--- config.mk ---
export PLATFORM = sky130hd
export DESIGN_NAME = iram_loadable_flat
export DESIGN_NICKNAME = d
export VERILOG_FILES = /design/src/rtl/iram_pkg.sv /design/src/rtl/iram_ld_if.sv /design/src/rtl/iram_byte_assembler.sv /design/src/rtl/iram_loadable.sv /design/src/flat_wrapper.sv
export SDC_FILE = /design/constraint.sdc
export NUM_CORES = 2
export LEC_CHECK = 0
export ABC_AREA = 1
export CORE_MARGIN = 2
export CORE_UTILIZATION = 30
export DETAILED_ROUTE_END_ITERATION = 12
export PLACE_DENSITY_LB_ADDON = 0.1
export SYNTH_ARGS = -nofsm -noshare
export SYNTH_HDL_FRONTEND = slang
export SYNTH_SLANG_ARGS = --single-unit
--- constraint.sdc ---
create_clock -name CLK -period 3.5 [get_ports CLK]
set_clock_uncertainty 0.1 [all_clocks]
set_input_delay 0.7 -clock CLK [delete_from_list [all_inputs] [get_ports CLK]]
set_output_delay 0.7 -clock CLK [all_outputs]
set_load 0.005 [all_outputs]
--- src/rtl/iram_pkg.sv ---
// Shared types and helpers for the loadable instruction memory.
package iram_pkg;

    typedef enum logic [1:0] {
        IDLE = 2'd0,
        LOAD = 2'd1,
        DONE = 2'd2
    } iram_state_t;

    localparam int DATA_W_DEF     = 16;
    localparam int BYTES_PER_WORD = DATA_W_DEF / 8;

    // Bit width needed to count n items, never less than one bit.
    function automatic int clog2_min1(input int n);
        int r;
        r = 1;
        while ((1 << r) < n) r++;
        return r;
    endfunction

endpackage

--- src/rtl/iram_ld_if.sv ---
// Byte-stream load port of the instruction memory, plus the fetch stall request.
interface iram_ld_if #(
    parameter int ADDR_W = 8
);
    logic              LD_START;
    logic [ADDR_W-2:0] LD_COUNT;
    logic [7:0]        LD_BYTE;
    logic              LD_VALID;
    logic              LD_READY;
    logic              LD_DONE;
    logic              LD_ERR;
    logic              CPU_HOLD;

    modport master (
        output LD_START, LD_COUNT, LD_BYTE, LD_VALID,
        input  LD_READY, LD_DONE, LD_ERR, CPU_HOLD
    );

    modport slave (
        input  LD_START, LD_COUNT, LD_BYTE, LD_VALID,
        output LD_READY, LD_DONE, LD_ERR, CPU_HOLD
    );
endinterface

--- src/rtl/iram_byte_assembler.sv ---
// Packs a most-significant-first byte stream into DATA_W-bit words.
module iram_byte_assembler
    import iram_pkg::*;
#(
    parameter int DATA_W = DATA_W_DEF
) (
    input  logic              CLK,
    input  logic              RESET,
    input  logic              clear,
    input  logic [7:0]        byte_in,
    input  logic              byte_valid,
    output logic [DATA_W-1:0] word,
    output logic              word_valid
);
    localparam int BPW = DATA_W / 8;
    localparam int CW  = clog2_min1(BPW);

    logic [CW-1:0] cnt;

    always_ff @(posedge CLK) begin
        if (RESET || clear) begin
            cnt <= '0;
        end else if (byte_valid) begin
            cnt <= (cnt == CW'(BPW - 1)) ? '0 : cnt + CW'(1);
        end
    end

    assign word_valid = byte_valid && (cnt == CW'(BPW - 1));

    generate
        if (BPW == 1) begin : g_single
            assign word = byte_in;
        end else begin : g_multi
            logic [DATA_W-9:0] hist;

            // The completed word is the held bytes followed by the current byte.
            assign word = {hist, byte_in};

            always_ff @(posedge CLK) begin
                if (RESET || clear) begin
                    hist <= '0;
                end else if (byte_valid) begin
                    hist <= word[DATA_W-9:0];
                end
            end
        end
    endgenerate
endmodule

--- src/rtl/iram_loadable.sv ---
// Instruction memory with combinational fetch and a run-time byte-stream load port.
// Define IRAM_CHECKSUM_EN to require a trailing modulo-256 checksum byte per load.
module iram_loadable
    import iram_pkg::*;
#(
    parameter int DATA_W = DATA_W_DEF,
    parameter int ADDR_W = 8,
    parameter int DEPTH  = 2 ** (ADDR_W - 1)
) (
    input  logic              CLK,
    input  logic              RESET,
    input  logic [ADDR_W-1:0] ADDR,
    output logic [DATA_W-1:0] Q,
    output logic              MISALIGN,
    iram_ld_if.slave          ld
);
    localparam int IW = ADDR_W - 1;

    iram_state_t       state, state_nxt;
    logic [DATA_W-1:0] mem [DEPTH];
    logic [IW-1:0]     ptr, cnt_cap, last_idx, rd_idx;
    logic [DATA_W-1:0] word;
    logic              start, xfer, asm_valid, word_valid, word_last, ck_phase;

    assign start     = (state == IDLE) && ld.LD_START;
    assign xfer      = (state == LOAD) && ld.LD_VALID;
    assign word_last = word_valid && (ptr == last_idx);

    // A count of 0 means a full load; larger counts are clamped so the pointer stays in range.
    always_comb begin
        last_idx = cnt_cap - IW'(1);
        if (cnt_cap == '0 || int'(cnt_cap) > DEPTH) last_idx = IW'(DEPTH - 1);
    end

    iram_byte_assembler #(.DATA_W(DATA_W)) u_asm (
        .CLK        (CLK),
        .RESET      (RESET),
        .clear      (start),
        .byte_in    (ld.LD_BYTE),
        .byte_valid (asm_valid),
        .word       (word),
        .word_valid (word_valid)
    );

    always_ff @(posedge CLK) begin
        if (RESET) state <= IDLE;
        else       state <= state_nxt;
    end

    always_comb begin
        state_nxt   = state;
        ld.LD_READY = 1'b0;
        ld.LD_DONE  = 1'b0;
        ld.CPU_HOLD = 1'b0;
        case (state)
            IDLE: if (start) state_nxt = LOAD;
            LOAD: begin
                ld.LD_READY = 1'b1;
                ld.CPU_HOLD = 1'b1;
`ifdef IRAM_CHECKSUM_EN
                if (ck_phase && xfer) state_nxt = DONE;
`else
                if (word_last) state_nxt = DONE;
`endif
            end
            DONE: begin
                ld.LD_DONE  = 1'b1;
                ld.CPU_HOLD = 1'b1;
                state_nxt   = IDLE;
            end
            default: state_nxt = IDLE;
        endcase
    end

    always_ff @(posedge CLK) begin
        if (RESET) begin
            ptr     <= '0;
            cnt_cap <= '0;
            for (int i = 0; i < DEPTH; i++) mem[i] <= '0;
        end else begin
            if (start) begin
                cnt_cap <= ld.LD_COUNT;
                ptr     <= '0;
            end
            if (word_valid) begin
                mem[ptr] <= word;
                if (!word_last) ptr <= ptr + IW'(1);
            end
        end
    end

`ifdef IRAM_CHECKSUM_EN
    logic [7:0] sum;
    logic       err;

    assign asm_valid = xfer && !ck_phase;
    assign ld.LD_ERR = err;

    // After the last word the next byte is the checksum and bypasses the assembler.
    always_ff @(posedge CLK) begin
        if (RESET || start) begin
            sum      <= '0;
            ck_phase <= 1'b0;
            err      <= 1'b0;
        end else begin
            if (asm_valid) sum <= sum + ld.LD_BYTE;
            if (word_last) ck_phase <= 1'b1;
            if (ck_phase && xfer) begin
                ck_phase <= 1'b0;
                err      <= (sum + ld.LD_BYTE) != 8'h00;
            end
        end
    end
`else
    assign ck_phase  = 1'b0;
    assign asm_valid = xfer;
    assign ld.LD_ERR = 1'b0;
`endif

    assign rd_idx   = ADDR[ADDR_W-1:1];
    assign MISALIGN = ADDR[0];

    generate
        if (DEPTH < 2 ** IW) begin : g_partial
            assign Q = (int'(rd_idx) < DEPTH) ? mem[rd_idx] : '0;
        end else begin : g_full
            assign Q = mem[rd_idx];
        end
    endgenerate
endmodule

--- src/flat_wrapper.sv ---
// flat-port wrapper written by rule: the top's interface ports become plain ports
module iram_loadable_flat import iram_pkg::*;
#(
    parameter int DATA_W = DATA_W_DEF,
    parameter int ADDR_W = 8,
    parameter int DEPTH  = 2 ** (ADDR_W - 1)
)
  (CLK, RESET, ADDR, Q, MISALIGN, ld_LD_START, ld_LD_COUNT, ld_LD_BYTE, ld_LD_VALID, ld_LD_READY, ld_LD_DONE, ld_LD_ERR, ld_CPU_HOLD);
  iram_ld_if #(.ADDR_W(ADDR_W)) ld_i ();
  input  logic CLK;
  input  logic RESET;
  input  logic [ADDR_W-1:0] ADDR;
  output logic [DATA_W-1:0] Q;
  output logic MISALIGN;
  input wire logic [$bits(ld_i.LD_START)-1:0] ld_LD_START;
  input wire logic [$bits(ld_i.LD_COUNT)-1:0] ld_LD_COUNT;
  input wire logic [$bits(ld_i.LD_BYTE)-1:0] ld_LD_BYTE;
  input wire logic [$bits(ld_i.LD_VALID)-1:0] ld_LD_VALID;
  output wire logic [$bits(ld_i.LD_READY)-1:0] ld_LD_READY;
  output wire logic [$bits(ld_i.LD_DONE)-1:0] ld_LD_DONE;
  output wire logic [$bits(ld_i.LD_ERR)-1:0] ld_LD_ERR;
  output wire logic [$bits(ld_i.CPU_HOLD)-1:0] ld_CPU_HOLD;
  assign ld_i.LD_START = ld_LD_START;
  assign ld_i.LD_COUNT = ld_LD_COUNT;
  assign ld_i.LD_BYTE = ld_LD_BYTE;
  assign ld_i.LD_VALID = ld_LD_VALID;
  assign ld_LD_READY = ld_i.LD_READY;
  assign ld_LD_DONE = ld_i.LD_DONE;
  assign ld_LD_ERR = ld_i.LD_ERR;
  assign ld_CPU_HOLD = ld_i.CPU_HOLD;
  iram_loadable #(.DATA_W(DATA_W), .ADDR_W(ADDR_W), .DEPTH(DEPTH)) u_core (.CLK(CLK), .RESET(RESET), .ADDR(ADDR), .Q(Q), .MISALIGN(MISALIGN), .ld(ld_i));
endmodule
# After elaboration in Yosys (flattened, before gate mapping)
# Memory sizes are Yosys's and may differ from the RTL's.
# Cells that the tools add are included.
# Widths: inputs -> output; s select.
# totals
ff_bits	25
ram_bits	2048
out_inout_bits	21
mem_count	1
# mem_list
memory	words	width	read_ports	rd_clocked_by_memory_dff	write_ports	line	rtl
u_core.mem	128	16	1	0	128	iram_loadable.sv:20	logic [DATA_W-1:0] mem [DEPTH];
# op_classes
addsub	3
n_eq_ne	5
n_mux	19
reduce_logical	10
# op_table
cell	n
$mux 7	5
$mux 16	1
$reduce_or 16->1	1
$mux 1	10
$add 7x1->7 const B	1
$eq 7x7->1	1
$logic_not 7->1	1
$sub 7x1->7 const B	1
$logic_and 1x1->1	4
$mux 2	2
$pmux 2 s2	1
$eq 2x1->1 const B	1
$eq 2x2->1 const B	1
$logic_not 2->1	1
$ne 2x1->1 const B	1
$ne 2x2->1 const B	1
$reduce_and 2->1	1
$reduce_or 2->1	1
$add 1x1->1 const B	1
$logic_or 1x1->1	1

# Longest topological paths before layout
# depth
ltp_word	8
ltp_mapped	15
mapped_depth_nobuf	15

# Modules after synthesis
# From an unflattened synthesis, not the netlist that was laid out.
# hier_totals
cells_unflattened	9045
hier_area_um2	91997.0
# by_module_without_submodules
mod	instances	cells_each	area_per_inst_um2	seq_area_each_um2
iram_loadable	1	8980	91501.5	61819.3
iram_byte_assembler	1	65	495.5	180.2

# Least setup slack after synthesis
# OpenSTA, ideal clock, no wires.
# synth_timing
path_kind	input to output
start	input port ADDR[1]
end	output port Q[15]
arrival_time_ns	2.262
t_required_ns	2.700
path_slack_ns	0.438
cell_stages	13
path_buffers	4
cell_sequence	clkbuf_1 buf_2 inv_2 clkbuf_1 clkbuf_1 nor2_1 o22ai_1 nand2_1 nand3_1 nand3_1 nand3_1 nand3_1 nand2_1
# synth_via
elab_chain_len	1
# synth_rtl
item	line	rtl
start, declared	flat_wrapper.sv:12	input logic [ADDR_W-1:0] ADDR;
$mem_v2 128x16	-	
end, declared	flat_wrapper.sv:13	output logic [DATA_W-1:0] Q;
# No other way between the ends.

# Worst setup path after layout
# layout_timing
start	input port ADDR[1]
end	output port Q[6]
# The elaborated chain is that of the path after synthesis.

==> results.yml <==
detailed_routing:
  via_per_inst: 5.23
  drc: 0
  drtIter0Drc: 7609
  dr_total_vias: 71800
  firstDrtPassIters: 5
  drt-total-wl_mm: 373
  ant_nets: 0
  routedWlPerCell_microns: 27.2
layout:
  drive_above_1_share_pct: 19.9
  final_common_cell: "nor2_1"
  final_cells: 13700
  final_cell_mix: "3,060 x nor2_1, 2,048 x edfxtp_1, 883 x o21ai_0"
  areaGrowthSynthToFinish_pct: 28.8
  fin_nets: 9582
timing:
  fin_crit_ns: 3.76
  slew_headroom_pct: 28.0
  setup_ws_ns: -0.256
  rsz0062_at_grt: "yes"
  setup-violations-final: 16
  fmax_mhz: 266
  tightest_slew_ns: 1.08
  finalHoldViolations: 0
  min_period_over_period_pct: 107
  tns_ns: -2.83
  drv_slew: 0
  fin_hold_ws_ns: 0.400
job:
  maxCapViolCount: 0
clock_network:
  clk_path_buf_depth: 4
  htree_levels: 4
  insertion_delay_ns: 0.92
  cts_hold_buffers: 0
  root_buffer: "clkbuf_16"
  cts_buffers: 240
  cts_tree: "built"
  clk_pin_slew_ns: 0.06
  clock_sinks: 2073
power_and_ir_drop:
  internal_power_w: 0.0449
  p_leak_nw: 42.0
  p_seq_share_pct: 47.3
  switching_share_pct: 25.8
  p_sw_w: 0.0156
  clkPwrFrac_pct: 41.1
  comb_power_share_pct: 11.6
  ir_drop_v: 0.000403
  power_density_mw_per_mm2: 513
die:
  die_h_microns: 557
  io_pins: 48
  fp.dieW_microns: 557
  row_count: 202
  start_util_pct: 30.2
  core-area_sq_mm: 0.303
  die_area_sq_mm: 0.310
global_routing:
  gr-total-overflow: 0
  grt_max_degree: 85
  grt_pass1_vias: 70600
  antenna_found_initial: 6
  grt_pass1_wl_mm: 532
  grt_usage_pct: 23.7
run_status:
  violations: "negative setup slack"
  status: "finished, violations left"
synth:
  yosys-top-cells-area: "edfxtp_1 67%, nor2_1 13%, o21ai_0 5.6%, nand2_1 3.5%, o22ai_1 3.4%"
  syn-num-nets: 9043
  syn-cell-area_sq_mm: 0.0916
  synth_top_area_share_pct: 67.2
  seq_area_frac_synth_pct: 67.7
  yosys.area.top_type: "edfxtp_1"
  ys_types: 25
  yosysWarnings: 0
  synth_cells: 9009
  ys_ff_latch: 2073
  avgSynthCellArea_sq_um: 10.2
min_path:
  hold_depth: 3
  hold_start: "ld_LD_BYTE[5]"
  hold_path.class: "in2reg"
  worst_hold_path.endpoint: "u_core.u_asm.g_multi.hist[5]"
setup_path:
  rr_endpoint: "u_core.mem[122][13]"
  end_kind: "primary output"
  worstRegToRegCells: 12
  worst_setup_path_start_kind: "input port"
  critical_path_class: "in2out"
  rr_startpoint: "u_core.state[1]"
  r2r_setup_slack_ns: 0.54
  cp.required_ns: 2.70
  arrival_ns: 2.96
  crit_fanout: 12
placed_design:
  globalplace.congestion: 0.894
  dp_cells: 13100
  place_hpwl_mm: 234
  port_buffers: 44
[layout make-up]
class / instances / area [sq um]
inverters: 60 / 365
clock inverters: 135 / 1240
repair buffers: 1127 / 13300
flip-flops and latches: 2073 / 62000
well taps: 3978 / 4980
fillers: 29600 / 185000
repair inverters: 2 / 40.0
clock buffers: 304 / 6310
diodes: 2 / 5.00
multi-input cells: 6044 / 29800
[synth_stat cells]
cell,n
nor2_1,3082
or2_2,1
xnor2_1,2
nor3_1,2
buf_4,4
conb_1,1
nor4_4,6
a21oi_1,29
dfxtp_1,25
clkbuf_1,739
nand3_1,530
a211oi_1,8
o21ai_0,1018
buf_1,56
inv_1,53
edfxtp_1,2048
nand2_1,847
nor3_4,1
inv_2,7
nand4_1,9
buf_2,33
o22ai_1,496
ha_1,7
nand2_4,1
xor2_1,4
[registers in the layout, indices dropped and copies added, names as in the netlist]
name,cells
u_core.mem,2048
u_core.u_asm.g_multi.hist,8
u_core.cnt_cap,7
u_core.ptr,7
u_core.state,2
u_core.u_asm.cnt,1
[how the worst max path moves through the flow]
stage	startpoint	end	slack, ns	cells after the start
floorplan	ADDR[1]	Q[15]	0.44	13
global placement	ADDR[1]	Q[5]	-1.58	16
detailed placement	ADDR[1]	Q[5]	-1.57	16
CTS	ADDR[1]	Q[15]	-0.21	15
global route	ADDR[1]	Q[8]	-0.28	17
finish	ADDR[1]	Q[6]	-0.26	15
[logic make-up after synthesis]
| kind of cell | count (synthesis) | synth area share (%) |
|---|---|---|
| AND/OR/NAND/NOR | 4479 | 19.2 |
| flip-flops | 2073 | 67.7 |
| AO/OA/AOI/OAI | 1551 | 9.18 |
| buffers and inverters | 892 | 3.72 |
| adder cells (fa/ha/maj) | 7 | 0.0956 |
| XOR/XNOR | 6 | 0.0574 |
| other | 1 | 0.00409 |
[timing repair]
item	in CTS	in global routing
gates cloned	48	0
setup buffers	109	2
endpoints found under the setup margin	16	16
resized for setup	985	69
pin swaps	237	38
[per-layer routing]
metal | wire length, microns | vias up | global-route usage [%]
met5 | 0 | - | 0
met1 | 167000 | 36700 | 33.4
met2 | 175000 | 2283 | 38.5
met4 | 11600 | 0 | 6.59
li1 | - | 32400 | -
met3 | 19600 | 484 | 2.54
[metrics by stage]
step / worst slack (ns) / power (W) / cell area, sq um / util [%]
after CTS: -0.207 / 0.0609 / 118000 / 38.8
final: -0.256 / 0.0605 / 118000 / 38.9
after global placement: -1.58 / 0.0350 / 104000 / 34.2
after floorplan: 0.438 / 0.0316 / 91600 / -
after global routing: -0.283 / 0.0623 / 118000 / 38.9
after detailed placement: -1.57 / 0.0350 / 104000 / 34.2
[power groups by stage]
| stage | logic, W | clock network (W) | registers (W) |
|---|---|---|---|
| 6_report | 0.00700 | 0.0249 | 0.0286 |
| 5_1_grt | 0.00737 | 0.0262 | 0.0287 |
| 4_1_cts | 0.00696 | 0.0253 | 0.0286 |
| 3_5_place_dp | 0.00589 | 0 | 0.0291 |
| 3_3_place_gp | 0.00592 | 0 | 0.0291 |
| 2_1_floorplan | 0.00262 | 0 | 0.0290 |
[worst max-delay path, stage by stage]
cell and delay (ns):
buf_16 0.17, buf_6 0.15, buf_12 0.12, buf_16 0.17, buf_4 0.16, buf_4 0.11, o21ai_1 0.06, o22ai_1 0.19
nand2_1 0.13, nand3_2 0.14, nand3_4 0.12, nand3_4 0.16, nand3_4 0.09, nand2_4 0.15, clkdlybuf4s15_2 0.23
No activity file was read; power rests on OpenSTA's default activity.
